--- config.mk ---
export PLATFORM = sky130hd
export DESIGN_NAME = utmi_tx_arbiter_flat
export DESIGN_NICKNAME = d
export VERILOG_FILES = /design/src/rtl/utmi_tx_arbiter_if.sv /design/src/rtl/utmi_tx_arbiter.sv /design/src/flat_wrapper.sv
export SDC_FILE = /design/constraint.sdc
export NUM_CORES = 1
export LEC_CHECK = 0
export ABC_AREA = 1
export BUFFER_PORTS_ARGS = -buffer_cell sky130_fd_sc_hd__clkbuf_2
export CAP_MARGIN = 20
export CORE_MARGIN = 1.5
export CORE_UTILIZATION = 50
export CTS_CLUSTER_DIAMETER = 30
export DETAILED_ROUTE_END_ITERATION = 10
export PLACE_DENSITY = 0.89
export SLEW_MARGIN = 20
export SYNTH_ARGS = -nofsm -noshare
export SYNTH_HDL_FRONTEND = slang
export SYNTH_SLANG_ARGS = --single-unit
--- constraint.sdc ---
create_clock -name clk -period 3.5 [get_ports clk]
set_input_delay 0 -clock clk [delete_from_list [all_inputs] [get_ports clk]]
set_output_delay 0 -clock clk [all_outputs]
set_load 0.1 [all_outputs]
--- src/rtl/utmi_tx_arbiter_if.sv ---
// utmi_tx_arbiter_if: requester-side and UTMI-side signals of the TX arbiter
//   req/req_pid/req_len/req_data : per-requester packet request, PID, length, head byte
//   gnt/rd_en                    : one-hot grant and pop strobe back to requesters
//   tx_data/tx_valid/tx_ready    : UTMI transmit handshake
//   busy/done/err                : status (active, packet complete, watchdog abort)
interface utmi_tx_arbiter_if #(parameter int LEN_W = 7);
   logic [3:0]         req;
   logic [15:0]        req_pid;
   logic [4*LEN_W-1:0] req_len;
   logic [31:0]        req_data;
   logic [3:0]         gnt;
   logic               rd_en;
   logic [7:0]         tx_data;
   logic               tx_valid;
   logic               tx_ready;
   logic               busy;
   logic               done;
   logic               err;
   modport slave (input req, req_pid, req_len, req_data, tx_ready,
                  output gnt, rd_en, tx_data, tx_valid, busy, done, err);
   modport master (output req, req_pid, req_len, req_data, tx_ready,
                   input gnt, rd_en, tx_data, tx_valid, busy, done, err);
endinterface

--- src/rtl/utmi_tx_arbiter.sv ---
// utmi_tx_arbiter: round-robin arbiter feeding four packet sources into one UTMI TX port
//   clk, reset : clock and synchronous active-high reset
//   bus        : utmi_tx_arbiter_if slave (requests in, grant/pop/UTMI TX/status out)
//   IPG        : idle cycles between packets (1..15); LEN_W : length field width (>= 7)
//   TX_ARB_TIMEOUT_EN : when defined, a stall of 255 cycles aborts the packet with err
module utmi_tx_arbiter #(
   parameter int IPG   = 2,
   parameter int LEN_W = 7
) (
   input logic              clk,
   input logic              reset,
   utmi_tx_arbiter_if.slave bus
);
   typedef enum logic [1:0] {S_IDLE, S_PID, S_DATA, S_GAP} state_t;
   state_t           r_state;
   logic [1:0]       r_ptr, r_idx, w_sel;
   logic [LEN_W-1:0] r_cnt, w_len;
   logic [3:0]       r_pid, r_gap;
   logic             w_valid, w_acc, w_last, w_end, w_tmo;
   // scan from r_ptr upward; iterating downward lets the closest requester win
   always_comb begin
      w_sel = r_ptr;
      for (int k = 3; k >= 0; k--)
         if (bus.req[r_ptr + 2'(k)]) w_sel = r_ptr + 2'(k);
   end
   assign w_len   = bus.req_len[LEN_W*w_sel +: LEN_W];
   assign w_valid = (r_state == S_PID) || (r_state == S_DATA);
   // reset gating keeps an abandoned packet from emitting a final pop or done
   assign w_acc   = w_valid && bus.tx_ready && !reset;
   assign w_last  = (r_state == S_PID) ? (r_cnt == '0) : (r_cnt == LEN_W'(1));
   assign w_end   = w_tmo || (w_acc && w_last);
`ifdef TX_ARB_TIMEOUT_EN
   logic [7:0] r_wd;
   always_ff @(posedge clk)
      r_wd <= (reset || !w_valid || bus.tx_ready) ? 8'd0 : r_wd + 8'd1;
   // r_wd counts prior stalled cycles, so 254 marks the 255th
   assign w_tmo = w_valid && !bus.tx_ready && !reset && (r_wd == 8'd254);
`else
   assign w_tmo = 1'b0;
`endif
   always_ff @(posedge clk) begin
      if (reset) begin
         r_state <= S_IDLE;
         r_ptr   <= 2'd0;
         r_idx   <= 2'd0;
         r_cnt   <= '0;
         r_pid   <= 4'd0;
         r_gap   <= 4'd0;
      end else begin
         case (r_state)
            S_IDLE:
               if (|bus.req) begin
                  r_idx   <= w_sel;
                  r_ptr   <= w_sel + 2'd1;
                  r_pid   <= bus.req_pid[4*w_sel +: 4];
                  r_cnt   <= (w_len > LEN_W'(64)) ? LEN_W'(64) : w_len;
                  r_state <= S_PID;
               end
            S_PID, S_DATA:
               if (w_end) begin
                  r_state <= S_GAP;
                  r_gap   <= 4'(IPG - 1);
               end else if (w_acc) begin
                  r_state <= S_DATA;
                  r_cnt   <= (r_state == S_DATA) ? r_cnt - LEN_W'(1) : r_cnt;
               end
            default: begin
               r_state <= (r_gap == 4'd0) ? S_IDLE : S_GAP;
               r_gap   <= r_gap - 4'd1;
            end
         endcase
      end
   end
   assign bus.gnt      = w_valid ? 4'b0001 << r_idx : 4'b0000;
   assign bus.tx_valid = w_valid;
   assign bus.tx_data  = (r_state == S_PID)  ? {~r_pid, r_pid} :
                         (r_state == S_DATA) ? bus.req_data[8*r_idx +: 8] : 8'h00;
   assign bus.rd_en    = w_acc && (r_state == S_DATA);
   assign bus.done     = w_acc && w_last;
   assign bus.busy     = r_state != S_IDLE;
   assign bus.err      = w_tmo;
endmodule

--- src/flat_wrapper.sv ---
// flat-port wrapper written by rule: the top's interface ports become plain ports
module utmi_tx_arbiter_flat 
#(
   parameter int IPG   = 2,
   parameter int LEN_W = 7
)
  (clk, reset, bus_req, bus_req_pid, bus_req_len, bus_req_data, bus_tx_ready, bus_gnt, bus_rd_en, bus_tx_data, bus_tx_valid, bus_busy, bus_done, bus_err);
  utmi_tx_arbiter_if #(.LEN_W(LEN_W)) bus_i ();
  input logic clk;
  input logic reset;
  input wire logic [$bits(bus_i.req)-1:0] bus_req;
  input wire logic [$bits(bus_i.req_pid)-1:0] bus_req_pid;
  input wire logic [$bits(bus_i.req_len)-1:0] bus_req_len;
  input wire logic [$bits(bus_i.req_data)-1:0] bus_req_data;
  input wire logic [$bits(bus_i.tx_ready)-1:0] bus_tx_ready;
  output wire logic [$bits(bus_i.gnt)-1:0] bus_gnt;
  output wire logic [$bits(bus_i.rd_en)-1:0] bus_rd_en;
  output wire logic [$bits(bus_i.tx_data)-1:0] bus_tx_data;
  output wire logic [$bits(bus_i.tx_valid)-1:0] bus_tx_valid;
  output wire logic [$bits(bus_i.busy)-1:0] bus_busy;
  output wire logic [$bits(bus_i.done)-1:0] bus_done;
  output wire logic [$bits(bus_i.err)-1:0] bus_err;
  assign bus_i.req = bus_req;
  assign bus_i.req_pid = bus_req_pid;
  assign bus_i.req_len = bus_req_len;
  assign bus_i.req_data = bus_req_data;
  assign bus_i.tx_ready = bus_tx_ready;
  assign bus_gnt = bus_i.gnt;
  assign bus_rd_en = bus_i.rd_en;
  assign bus_tx_data = bus_i.tx_data;
  assign bus_tx_valid = bus_i.tx_valid;
  assign bus_busy = bus_i.busy;
  assign bus_done = bus_i.done;
  assign bus_err = bus_i.err;
  utmi_tx_arbiter #(.IPG(IPG), .LEN_W(LEN_W)) u_core (.clk(clk), .reset(reset), .bus(bus_i));
endmodule
==> run metrics <==
most used cell along the critical path=inv_1; Initial Utilization=roughly 53%; Non-Filler Instances=524; CTS sink count=21; Final Cycle Share=between 70 and 80%; switching power total=about 1900 uW; Worst setup EP type=flip-flop; RSZ-0062 raised after global routing=false; mux cell area share after synthesis=0%; Die Y=just under 70 um; simple-gate share of the synthesized area=43.2%; adder-cell share of the synthesized area=just over 4%; area share of the largest cell type after synthesis=between 10% and 20%; CP Class=flip-flop to flip-flop; vias per cell=approximately 5.2; Comb pwr share=between 70% and 80%; Crit path largest cell delay=approximately 580 ps; Setup Skew=3.92 ps; dominant synthesized flop cell=dfxtp_1; endpoints failing hold=0; vias in the first global route=2358; Layout area overhead=24.1%; router iterations before antenna repair=5; Synth Area in Compound Gates=17.8%; cells after synthesis=just under 400; layout cells sized above 1=between 20% and 30%; post-CTS setup buffers=0; Top Ports=100; gr usage total=26.7%; PortBufs=98; # rows=23; post-layout util=between 60% and 70%; internal power=roughly 1000 uW; status=completed; antenna violations before repair=0; yosys warns=0; Worst Max-Slew Pin Slew=around 770 ps; Mapped Nets=476; Skew-Pair Late Insertion Delay=260 ps; Die Footprint=between 4000 and 5000 um2; routed via count=~2700; largest area contributor in the netlist=dfxtp_1; CTS tree=built; deepest clock path buffer count=2; clock transition at the registers of the reported paths=~70 ps; relative slew slack=48.5%; fillers=around 390; clk root buf=clkbuf_8; DR DRC count=0; Seq/Total Area, Yosys=19.3%; total core area=a little over 4000 um2; GRT overflow=0; max-slew violations=0; Post-synth top cells=112 x nand2_1, 58 x inv_1, 37 x nor2_1, 36 x nand3_1, 25 x o21ai_0; final WL=6.12 mm; Sw Ratio=about 65%; starting DRC count in detailed routing=around 120; count of different cell masters after synthesis=33; Worst setup SP type=flip-flop; endpoints failing setup=0; setup slack after placement=between 900 and 1000 ps; Yosys reg bits=21; HPWL after DPL=~5 mm; critical path data required time=roughly 3700 ps; gpl congestion=about 0.95; Num CTS Buffers=3; fin nets=about 570; Flop pwr share=around 15%; first-pass GRT wire length=slightly below 10 mm; VDD IR max=~600 uV; setup TNS=0 ps; Leak Pwr=about 0.0015 uW; EDFF count, synth=0; CP max stage cell=ha_1; top cells by area, synth=dfxtp_1 19%, nand2_1 19%, inv_1 10%; Avg WL per Cell=between 10 and 15 um; largest net degree at the start of global routing=24; pwr/cell area=approximately 1100 nW/um2; Final WS setup=just under 900 ps; clock period minus worst slack=roughly 2600 ps; Antenna Cells=0; maximum fanout along the worst path=15; Post-DP Area=~2600 um2; Final Cell Area=approximately 2700 um2; Die Wd=68.9 um; Netlist Area Pre-Place=around 2200 um2; clock share of power=under 10%; # Max-Cap Violations=0; Buffers & Inverters on Critical Path=4; worst path cell trace=inv_1, ha_1, inv_1, o22ai_1, inv_1, nand4_1, inv_1, o21ai_0, a21oi_2; async set or reset register ratio after synthesis=0%; f_max=about 380 MHz; largest family of logic cells by synthesized area=simple AND/OR/NAND/NOR gates; Post-Synth XOR/XNOR Area=less than 1%; syn avg cell area=~5.6 um2; Hold Path Class=input pin to flip-flop; Top delay family on crit path=compound AO/OA/AOI/OAI gates; Post-Place Cells=a little over 500; WP data arrival=2770 ps; most common cell in the netlist=nand2_1; antenna-violating nets left=0; Gates resized, CTS repair=0; number of H-tree levels=1
-- flip-flops by register name (all words and copies together), names as in the netlist --
| register | flops |
|---|---|
| u_core.r_pid | 4 |
| u_core.r_cnt | 7 |
| u_core.r_gap | 4 |
| u_core.r_state | 2 |
| u_core.r_ptr | 2 |
| u_core.r_idx | 2 |
-- timing repair --
| item | CTS | global route |
|---|---|---|
| hold buffers | 1 | 0 |
| hold endpoints to repair | 3 | 0 |
| setup endpoints to repair | 0 | 0 |
-- tightest hold or removal path: stages --
cell and delay (ps):
clkbuf_2 70, nor2_1 30, o221ai_1 160, o211ai_1 90, inv_1 50
-- area by class of cell --
cell class	count	area, um2	area share [%]
tap	50	62.6	2.32
timing repair buffer	99	500	18.6
inverter	61	231	8.58
clock buffer	4	45.0	1.67
multi-input combinational	289	1440	53.3
sequential	21	420	15.6
-- stage by stage --
step / total power [uW] / hold slack (ps)
after floorplan: 2410 / 69.1
after global placement: 2720 / 266
after detailed placement: 2760 / 270
after CTS: 2930 / 178
after global routing: 3230 / 208
final: 2940 / 178
-- routing by layer --
layer	global-route usage, %	up-vias	routed length [um]
met2	52.2	117	3050
met3	2.60	5	468
li1	-	1423	-
met4	6.37	0	41
met5	0	-	0
met1	30.6	1199	2550
-- logic make-up after synthesis --
logic type	after synthesis
and+or+nand+nor	214
buffers and inverters	76
AOI/OAI and AO/OA	65
DFF	21
adders and majority gates	7
xor gates and xnor gates	2
other	1
-- path summary, 6_finish.rpt --
kind / cells after the start / start / end / slack [ps]
max: 9 / u_core.r_state[1] / u_core.r_cnt[0] / 880
min: 5 / bus_req_pid[3] / u_core.r_pid[3] / 180
max reg2reg: 9 / u_core.r_state[1] / u_core.r_cnt[0] / 880
min reg2reg: 2 / u_core.r_gap[1] / u_core.r_gap[1] / 510
-- layout by cell type, fill, tap and decap left out, types with 2 or more instances in the layout --
cell type / n
nand3b_1: 6
o21ai_0: 25
nand2_2: 3
o221ai_1: 4
clkbuf_8: 3
inv_1: 58
a221oi_1: 2
nor3_1: 4
xor2_1: 2
dfxtp_1: 21
clkbuf_2: 98
a21oi_2: 6
nand4_1: 9
nor2_1: 37
inv_2: 2
nand2_1: 112
a21oi_1: 16
nand3_1: 36
ha_1: 7
o21ai_1: 3
nand2_4: 2
o211ai_1: 7
-- power by group through the flow --
stage,registers (uW),logic (uW),clock network (uW)
2_1_floorplan,407,2000,0
3_3_place_gp,438,2280,0
3_5_place_dp,442,2320,0
4_1_cts,438,2330,159
5_1_grt,457,2600,168
6_report,440,2340,160
Note: power is estimated with default switching activity, not from simulation.
